File: src/rtl/imem_loader_if.sv
// Byte-stream and IMEM write-port bundle for the boot-time program loader.
// The slave modport is the loader, and the master modport is the byte source/memory side.
interface imem_loader_if #(
    parameter int INST_WIDTH = 32,
    parameter int PC_WIDTH   = 32
);
    logic                  in_valid;
    logic [7:0]            in_data;
    logic                  in_ready;
    logic                  imem_we;
    logic [PC_WIDTH-1:0]   imem_addr;
    logic [INST_WIDTH-1:0] imem_wdata;

    modport master (
        output in_valid, in_data,
        input  in_ready, imem_we, imem_addr, imem_wdata
    );

    modport slave (
        input  in_valid, in_data,
        output in_ready, imem_we, imem_addr, imem_wdata
    );
endinterface

File: src/rtl/imem_loader.sv
// Boot loader: receives a 16-bit word count, then little-endian instruction words,
// writes them into IMEM from address 0, and holds the core in reset until the load has finished.
module imem_loader #(
    parameter int INST_WIDTH = 32,
    parameter int PC_WIDTH   = 32,
    parameter int IMEM_DEPTH = 64
) (
    input  logic          clk,
    input  logic          reset_n,
    imem_loader_if.slave  bus,
    input  logic          reload,
    output logic          cpu_reset_n,
    output logic          done,
    output logic          overflow
);
    typedef enum logic [1:0] {
        CNT_LO = 2'd0,
        CNT_HI = 2'd1,
        DATA   = 2'd2,
        DONE   = 2'd3
    } state_t;

    localparam logic [16:0] DEPTH_W = 17'(IMEM_DEPTH);

    state_t                state_q, state_d;
    logic [15:0]           count_q, count_d;
    logic [15:0]           word_idx_q, word_idx_d;
    logic [1:0]            byte_cnt_q, byte_cnt_d;
    logic [23:0]           word_q, word_d;
    logic                  we_q, we_d;
    logic [PC_WIDTH-1:0]   addr_q, addr_d;
    logic [INST_WIDTH-1:0] wdata_q, wdata_d;
    logic                  ovf_q, ovf_d;
    logic                  done_q, done_d;
    logic                  accept;
    logic                  in_range;

    assign bus.in_ready   = (state_q != DONE);
    assign accept         = bus.in_valid && (state_q != DONE);
    assign in_range       = {1'b0, word_idx_q} < DEPTH_W;
    assign bus.imem_we    = we_q;
    assign bus.imem_addr  = addr_q;
    assign bus.imem_wdata = wdata_q;
    assign cpu_reset_n    = done_q;
    assign done           = done_q;
    assign overflow       = ovf_q;

    always_comb begin
        state_d    = state_q;
        count_d    = count_q;
        word_idx_d = word_idx_q;
        byte_cnt_d = byte_cnt_q;
        word_d     = word_q;
        we_d       = 1'b0;
        addr_d     = addr_q;
        wdata_d    = wdata_q;
        ovf_d      = ovf_q;
        // Core release trails DONE entry by one edge and drops on the reload edge itself
        done_d     = (state_q == DONE) && !reload;

        case (state_q)
            CNT_LO: begin
                if (accept) begin
                    count_d[7:0] = bus.in_data;
                    state_d      = CNT_HI;
                end
            end
            CNT_HI: begin
                if (accept) begin
                    count_d[15:8] = bus.in_data;
                    state_d = ({bus.in_data, count_q[7:0]} == 16'd0) ? DONE : DATA;
                end
            end
            DATA: begin
                if (accept) begin
                    byte_cnt_d = byte_cnt_q + 2'd1;
                    case (byte_cnt_q)
                        2'd0: word_d[7:0]   = bus.in_data;
                        2'd1: word_d[15:8]  = bus.in_data;
                        2'd2: word_d[23:16] = bus.in_data;
                        default: begin
                            // Words past the end of IMEM are still consumed so the stream stays in sync
                            if (in_range) begin
                                we_d    = 1'b1;
                                addr_d  = PC_WIDTH'({word_idx_q, 2'b00});
                                wdata_d = INST_WIDTH'({bus.in_data, word_q});
                            end else begin
                                ovf_d = 1'b1;
                            end
                            word_idx_d = word_idx_q + 16'd1;
                            if (word_idx_q == count_q - 16'd1) begin
                                state_d = DONE;
                            end
                        end
                    endcase
                end
            end
            DONE: begin
                if (reload) begin
                    state_d    = CNT_LO;
                    count_d    = '0;
                    word_idx_d = '0;
                    byte_cnt_d = '0;
                    addr_d     = '0;
                    ovf_d      = 1'b0;
                end
            end
            default: state_d = CNT_LO;
        endcase
    end

    always_ff @(posedge clk or negedge reset_n) begin
        if (!reset_n) begin
            state_q    <= CNT_LO;
            count_q    <= '0;
            word_idx_q <= '0;
            byte_cnt_q <= '0;
            word_q     <= '0;
            we_q       <= 1'b0;
            addr_q     <= '0;
            wdata_q    <= '0;
            ovf_q      <= 1'b0;
            done_q     <= 1'b0;
        end else begin
            state_q    <= state_d;
            count_q    <= count_d;
            word_idx_q <= word_idx_d;
            byte_cnt_q <= byte_cnt_d;
            word_q     <= word_d;
            we_q       <= we_d;
            addr_q     <= addr_d;
            wdata_q    <= wdata_d;
            ovf_q      <= ovf_d;
            done_q     <= done_d;
        end
    end
endmodule
File: src/flat_wrapper.sv
// flat-port wrapper written by rule: the top's interface ports become plain ports
module imem_loader_flat 
#(
    parameter int INST_WIDTH = 32,
    parameter int PC_WIDTH   = 32,
    parameter int IMEM_DEPTH = 64
)
  (clk, reset_n, reload, cpu_reset_n, done, overflow, bus_in_valid, bus_in_data, bus_in_ready, bus_imem_we, bus_imem_addr, bus_imem_wdata);
  imem_loader_if #(.INST_WIDTH(INST_WIDTH), .PC_WIDTH(PC_WIDTH)) bus_i ();
  input  logic clk;
  input  logic reset_n;
  input  logic reload;
  output logic cpu_reset_n;
  output logic done;
  output logic overflow;
  input wire logic [$bits(bus_i.in_valid)-1:0] bus_in_valid;
  input wire logic [$bits(bus_i.in_data)-1:0] bus_in_data;
  output wire logic [$bits(bus_i.in_ready)-1:0] bus_in_ready;
  output wire logic [$bits(bus_i.imem_we)-1:0] bus_imem_we;
  output wire logic [$bits(bus_i.imem_addr)-1:0] bus_imem_addr;
  output wire logic [$bits(bus_i.imem_wdata)-1:0] bus_imem_wdata;
  assign bus_i.in_valid = bus_in_valid;
  assign bus_i.in_data = bus_in_data;
  assign bus_in_ready = bus_i.in_ready;
  assign bus_imem_we = bus_i.imem_we;
  assign bus_imem_addr = bus_i.imem_addr;
  assign bus_imem_wdata = bus_i.imem_wdata;
  imem_loader #(.INST_WIDTH(INST_WIDTH), .PC_WIDTH(PC_WIDTH), .IMEM_DEPTH(IMEM_DEPTH)) u_core (.clk(clk), .reset_n(reset_n), .bus(bus_i), .reload(reload), .cpu_reset_n(cpu_reset_n), .done(done), .overflow(overflow));
endmodule
File: config.mk
export PLATFORM = sky130hd
export DESIGN_NAME = imem_loader_flat
export DESIGN_NICKNAME = d
export VERILOG_FILES = /design/src/rtl/imem_loader_if.sv /design/src/rtl/imem_loader.sv /design/src/flat_wrapper.sv
export SDC_FILE = /design/constraint.sdc
export NUM_CORES = 1
export LEC_CHECK = 0
export ABC_AREA = 1
export CAP_MARGIN = 10
export CORE_MARGIN = 3
export CORE_UTILIZATION = 50
export DETAILED_ROUTE_END_ITERATION = 7
export PLACE_DENSITY_LB_ADDON = 0.1
export SLEW_MARGIN = 25
export SYNTH_ARGS = -nofsm -noshare
export SYNTH_HDL_FRONTEND = slang
export SYNTH_SLANG_ARGS = --single-unit
export TNS_END_PERCENT = 30
File: constraint.sdc
create_clock -name clk -period 2.5 [get_ports clk]
set_input_delay 0.75 -clock clk [delete_from_list [all_inputs] [get_ports clk]]
set_output_delay 0.75 -clock clk [all_outputs]
set_load 0.1 [all_outputs]
**Word level (Yosys, flattened, before mapping)**

Cells that the tools add are included.

- Register bits after elaboration: 127
- Input port bits: 12
- Output and inout port bits: 69
- Logic and storage cells: 85

- Add/sub/neg operators: 3
- $lt $le $gt $ge: 1
- Equal/unequal tests: 15
- Multiplexer cells: 31
- Bitwise operators: 1
- Reduce and logical (&&, ||, !) cells: 21

Operator list:

| cell | count |
|---|---|
| $mux 32 | 4 |
| $pmux 32 s2 | 1 |
| $mux 16 | 3 |
| $pmux 16 s2 | 1 |
| $pmux 8 s2 | 2 |
| $reduce_and 3->1 | 6 |
| $add 16x1->16 const B | 1 |
| $eq 16x16->1 | 1 |
| $logic_not 16->1 | 1 |
| $lt 16x7->1 const B | 1 |
| $sub 16x1->16 const B | 1 |
| $mux 2 | 7 |
| $ne 2x1->1 const B | 5 |
| $reduce_and 5->1 | 2 |
| $mux 1 | 9 |
| $mux 8 | 1 |
| $ne 2x2->1 const B | 4 |
| $pmux 2 s4 | 1 |
| $reduce_and 4->1 | 2 |
| $eq 2x2->1 const B | 3 |
| $reduce_and 6->1 | 1 |
| $reduce_bool 2->1 | 3 |
| $eq 2x1->1 const B | 2 |
| $logic_not 2->1 | 2 |
| other kinds (7) | 8 |

**Longest topological paths before layout**

- Word-level depth: 6
- Gate-level depth with buffers: 15
- Depth with buffers taken out: 15

**Worst setup path before layout**

No wires, ideal clock.

- Path kind: reg-to-output
- Start point: reg u_core.state_q[0]
- End point: out bus_in_ready
- Data arrival time: 1.764 ns
- Required time: 1.750 ns
- Slack: -0.014 ns
- Cell stages (with the launch flop): 4
- Buffers on the path: 1
- Cells stage by stage: dfrtp_1 ha_1 clkinv_2 clkbuf_1

- Word-level cells in the longest chain between the ends: 1

Ends and longest elaborated chain:

| item | RTL line | RTL |
|---|---|---|
| start, declared | imem_loader.sv:25 | `state_t state_q, state_d;` |
| start signal, assigned | imem_loader.sv:125 | `state_q <= state_d;` |
| $ne 2x2->1 | imem_loader.sv:38 | `assign bus.in_ready = (state_q != DONE);` |
| end, declared | flat_wrapper.sv:18 | `output wire logic [$bits(bus_i.in_ready)-1:0] bus_in_ready;` |

No other way between the ends.

**Final worst setup path**

Same ends and word-level chain as after synthesis.

==> impl_results.rst <==
.. list-table::
   :header-rows: 1

   * - Metric
     - Value
   * - Number of detailed-routing iterations run before antenna repair
     - 5
   * - Bufs and invs on worst path
     - 3
   * - Count of final setup violators
     - 0
   * - # diodes
     - 0
   * - Timing startpoint of the critical path
     - u_core.state_q[0]
   * - Final worst slack
     - 0.139 ns
   * - 1st-iter DRT viols
     - 302
   * - Total placed cells including tap cells
     - 851
   * - Worst-Skew Late Latency
     - 0.38 ns
   * - Wire per inst
     - 14.4 µm
   * - Post-route insts no fill
     - 867
   * - Number of vias in the routed layout
     - 4378
   * - Endpoint of the lowest-slack register-to-register path
     - u_core.bus.imem_wdata[29]
   * - Arr. time, crit path
     - 1.61 ns
   * - Placeable Area
     - 10400 µm²
   * - Part of the power in registers
     - 37.6%
   * - Number of nets in the layout
     - 749
   * - Mapped Avg Cell Area
     - 8.27 µm²
   * - Most area-hungry cell type in the Yosys netlist
     - sky130_fd_sc_hd__dfrtp_1
   * - Height of the die
     - 110 µm
   * - Setup repair after global routing missed its margin
     - false
   * - Delay-heaviest family, CP
     - buffers and inverters
   * - Hold Vio Cnt, Final
     - 0
   * - Switching pwr
     - 3.32 mW
   * - Standard-cell row count
     - 37
   * - Data required time of the worst path
     - 1.75 ns
   * - Number of flops mapped to enable cells by yosys
     - 0
   * - Relative area change from synthesis to final layout
     - 17.6%
   * - Die Outline Area
     - 12100 µm²
   * - Transition at the pin with the smallest max-transition slack
     - 0.512 ns
   * - HP Class
     - input pin to async pin
   * - Initial standard-cell utilization of the core
     - 51.8%
   * - First-pass GRT wire length
     - 21100 µm
   * - Dpl ws
     - -0.00829 ns
   * - Largest cells by area after synthesis
     - sky130_fd_sc_hd__dfrtp_1, sky130_fd_sc_hd__nand2_1, sky130_fd_sc_hd__o21ai_0, sky130_fd_sc_hd__inv_1, sky130_fd_sc_hd__nor2_1
   * - Number of port buffers
     - 64
   * - Kind of start point of the critical path
     - flip-flop
   * - Proportion of register bits with asynchronous set or reset after synthesis
     - 100%
   * - Yosys reg bits
     - 111
   * - Post-Synthesis Cells
     - 652
   * - Yosys warns
     - 0
   * - Die width
     - 110 µm
   * - Fill cell instance count of the final layout
     - 943
   * - Via count of the first global-routing pass
     - 4233
   * - Post-detailed-placement half-perimeter wirelength
     - 9460 µm
   * - Leakage
     - 3.25 nW
   * - Antenna Nets Post-Route
     - 0
   * - Startpoint-to-endpoint class of the critical path
     - flip-flop to output pin
   * - Sequential cell area fraction in the yosys report
     - 51.5%
   * - Clock-pin slew of the registers on the worst-case setup and hold paths
     - 0.10 ns
   * - Fin util
     - 60.9%
   * - Switching share of power
     - 46.7%
   * - Library cell used as clock root buffer
     - sky130_fd_sc_hd__clkbuf_8
   * - Area taken by multi-input logic gates
     - 2240 µm²
   * - Number of post-CTS setup repair buffers
     - 0
   * - Run status
     - completed
   * - TritonCTS clock tree
     - done
   * - Maximum number of pins on one net before global-route repair
     - 49
   * - Clock power share
     - 17.3%
   * - Dominant register cell in the synthesized netlist
     - sky130_fd_sc_hd__dfrtp_1
   * - VDD IR max
     - 0.000640 V
   * - Most used cells in the layout excluding fill and tap cells
     - sky130_fd_sc_hd__nand2_1, sky130_fd_sc_hd__dfrtp_1, sky130_fd_sc_hd__buf_4
   * - Drt drc
     - 0
   * - Final critical path time including I/O delays and setup
     - 2.36 ns
   * - Largest stage delay on the critical path
     - 0.44 ns
   * - Final Routed Wirelength
     - 12500 µm
   * - Number of top-level pins
     - 81
   * - Slowest stage cell on the critical path
     - sky130_fd_sc_hd__dfrtp_1
   * - Placer Congestion
     - 0.878
   * - Sinks on Clock Net
     - 111
   * - Number of levels the H-tree was split into
     - 3
   * - Worst R2R Path Depth
     - 10
   * - Critical path capture point type
     - output pin
   * - Global route total overflow
     - 0
   * - Max capacitance violation total
     - 0
   * - Launch instance of the worst register-to-register path
     - u_core.state_q[0]
   * - Initial antenna violation count
     - 0
   * - Combined flip-flop and latch cell area
     - 2780 µm²
   * - Total routing resource utilization after global routing
     - 22.7%
   * - CP max FO
     - 10
   * - Final Skew
     - 0.00952 ns
   * - Mapped cell area
     - 5390 µm²
   * - Register-to-Register Setup Slack
     - 0.33 ns
   * - Ratio of cells with drive above 1 in the final layout
     - 14.9%
   * - Cell Pwr Density
     - 1120 nW/µm²
   * - FMAX
     - 423 MHz
   * - TNS Setup
     - 0 ns
   * - Final max-slew violation count
     - 0
   * - Worst relative slew slack
     - 65.7%
   * - Portion of total power attributed to combinational logic
     - 45.1%
   * - Routed vias/inst
     - 5.05
   * - Total chip power
     - 7.10 mW
   * - Clock buffer depth
     - 2
   * - Most common library cell in the layout ignoring fill and taps
     - sky130_fd_sc_hd__nand2_1
   * - Yosys top cell area share
     - 51.5%
   * - Cell-by-cell trace of the critical path
     - ha_1, clkinv_2, buf_4, buf_12
   * - Post-synthesis cell type count
     - 36
   * - Internal Power
     - 3.78 mW
   * - Period utilization
     - 94.5%
   * - CTS buffer count
     - 9
## cell usage after synthesis (2+ instances only)
cell type,count
sky130_fd_sc_hd__nand2_2,4
sky130_fd_sc_hd__ha_1,11
sky130_fd_sc_hd__buf_2,4
sky130_fd_sc_hd__nor4_1,6
sky130_fd_sc_hd__nand3_1,29
sky130_fd_sc_hd__buf_4,18
sky130_fd_sc_hd__o21ai_0,62
sky130_fd_sc_hd__nand3_2,2
sky130_fd_sc_hd__xnor2_1,7
sky130_fd_sc_hd__nor2_1,49
sky130_fd_sc_hd__a21oi_1,9
sky130_fd_sc_hd__clkbuf_1,13
sky130_fd_sc_hd__nor2_2,4
sky130_fd_sc_hd__inv_1,59
sky130_fd_sc_hd__dfrtp_1,111
sky130_fd_sc_hd__nor3_1,10
sky130_fd_sc_hd__xor2_1,16
sky130_fd_sc_hd__o31ai_1,5
sky130_fd_sc_hd__nand2_1,211
sky130_fd_sc_hd__nand3b_1,4
sky130_fd_sc_hd__nand4_1,3
## worst max-delay path by stage
stage	cells past startpoint	to	slack, ns
3_3_place_gp	10	u_core.bus.imem_addr[2]	0.05
2_1_floorplan	1	done	0.43
6_report	4	bus_in_ready	0.14
3_5_place_dp	10	u_core.bus.imem_addr[2]	-0.008
4_1_cts	4	bus_in_ready	0.11
5_1_grt	13	u_core.state_q[1]	0.04
## routing by layer
layer	GRT usage, %	wire [µm]	vias up	share of wire [%]
met3	3.64	711	16	5.7
met4	8.01	291	0	2.3
met5	0	0	-	0
met1	31.8	5760	2056	46
li1	-	-	2179	-
met2	35.7	5730	127	46
## logic make-up (layout without fill, tap and decap cells)
logic type / count (synthesis) / in the layout / synth area share [%]
other: 1 / 16 / 0.0695
adder cells (fa/ha/maj): 11 / 11 / 2.55
buffers and inverters: 97 / 161 / 8.14
flip-flops: 111 / 111 / 51.5
AND/OR/NAND/NOR: 327 / 327 / 25.7
AO/OA/AOI/OAI: 82 / 82 / 8.26
XOR/XNOR: 23 / 23 / 3.73
## stage by stage
step	area, µm²	hold slack, ns
2_1_floorplan	5450	0.442
3_5_place_dp	6100	0.467
4_1_cts	6330	0.279
3_3_place_gp	6100	0.455
5_1_grt	6340	0.292
6_report	6340	0.282
## registers in the layout (all words and copies together), names as in the netlist
register	count
u_core.cpu_reset_n	1
u_core.word_idx_q	16
u_core.bus.imem_wdata	32
u_core.word_q	24
u_core.overflow	1
u_core.bus.imem_addr	16
u_core.state_q	2
u_core.bus.imem_we	1
u_core.count_q	16
u_core.byte_cnt_q	2
## power groups by stage
stage	logic (mW)	clock network (mW)	registers, mW
finish	3.20	1.23	2.67
floorplan	1.79	0	3.26
detailed placement	3.18	0	2.70
global placement	3.12	0	2.69
global route	3.57	1.31	2.74
CTS	3.20	1.25	2.67
## layout make-up
type                       count  area share (%)
clock buffer                  10            2.17
clock inverter                 6            1.44
inverter                      61            3.63
multi-input combinational    459            35.4
sequential                   111            43.8
tap                          136            2.68
timing repair buffer          84            10.9
## timing repair
item	CTS	global route
gates resized for setup	0	3
endpoints found under the setup margin	0	2
hold endpoints to repair	0	0
hold buffers	0	0
(Power assumes the default switching activity.)
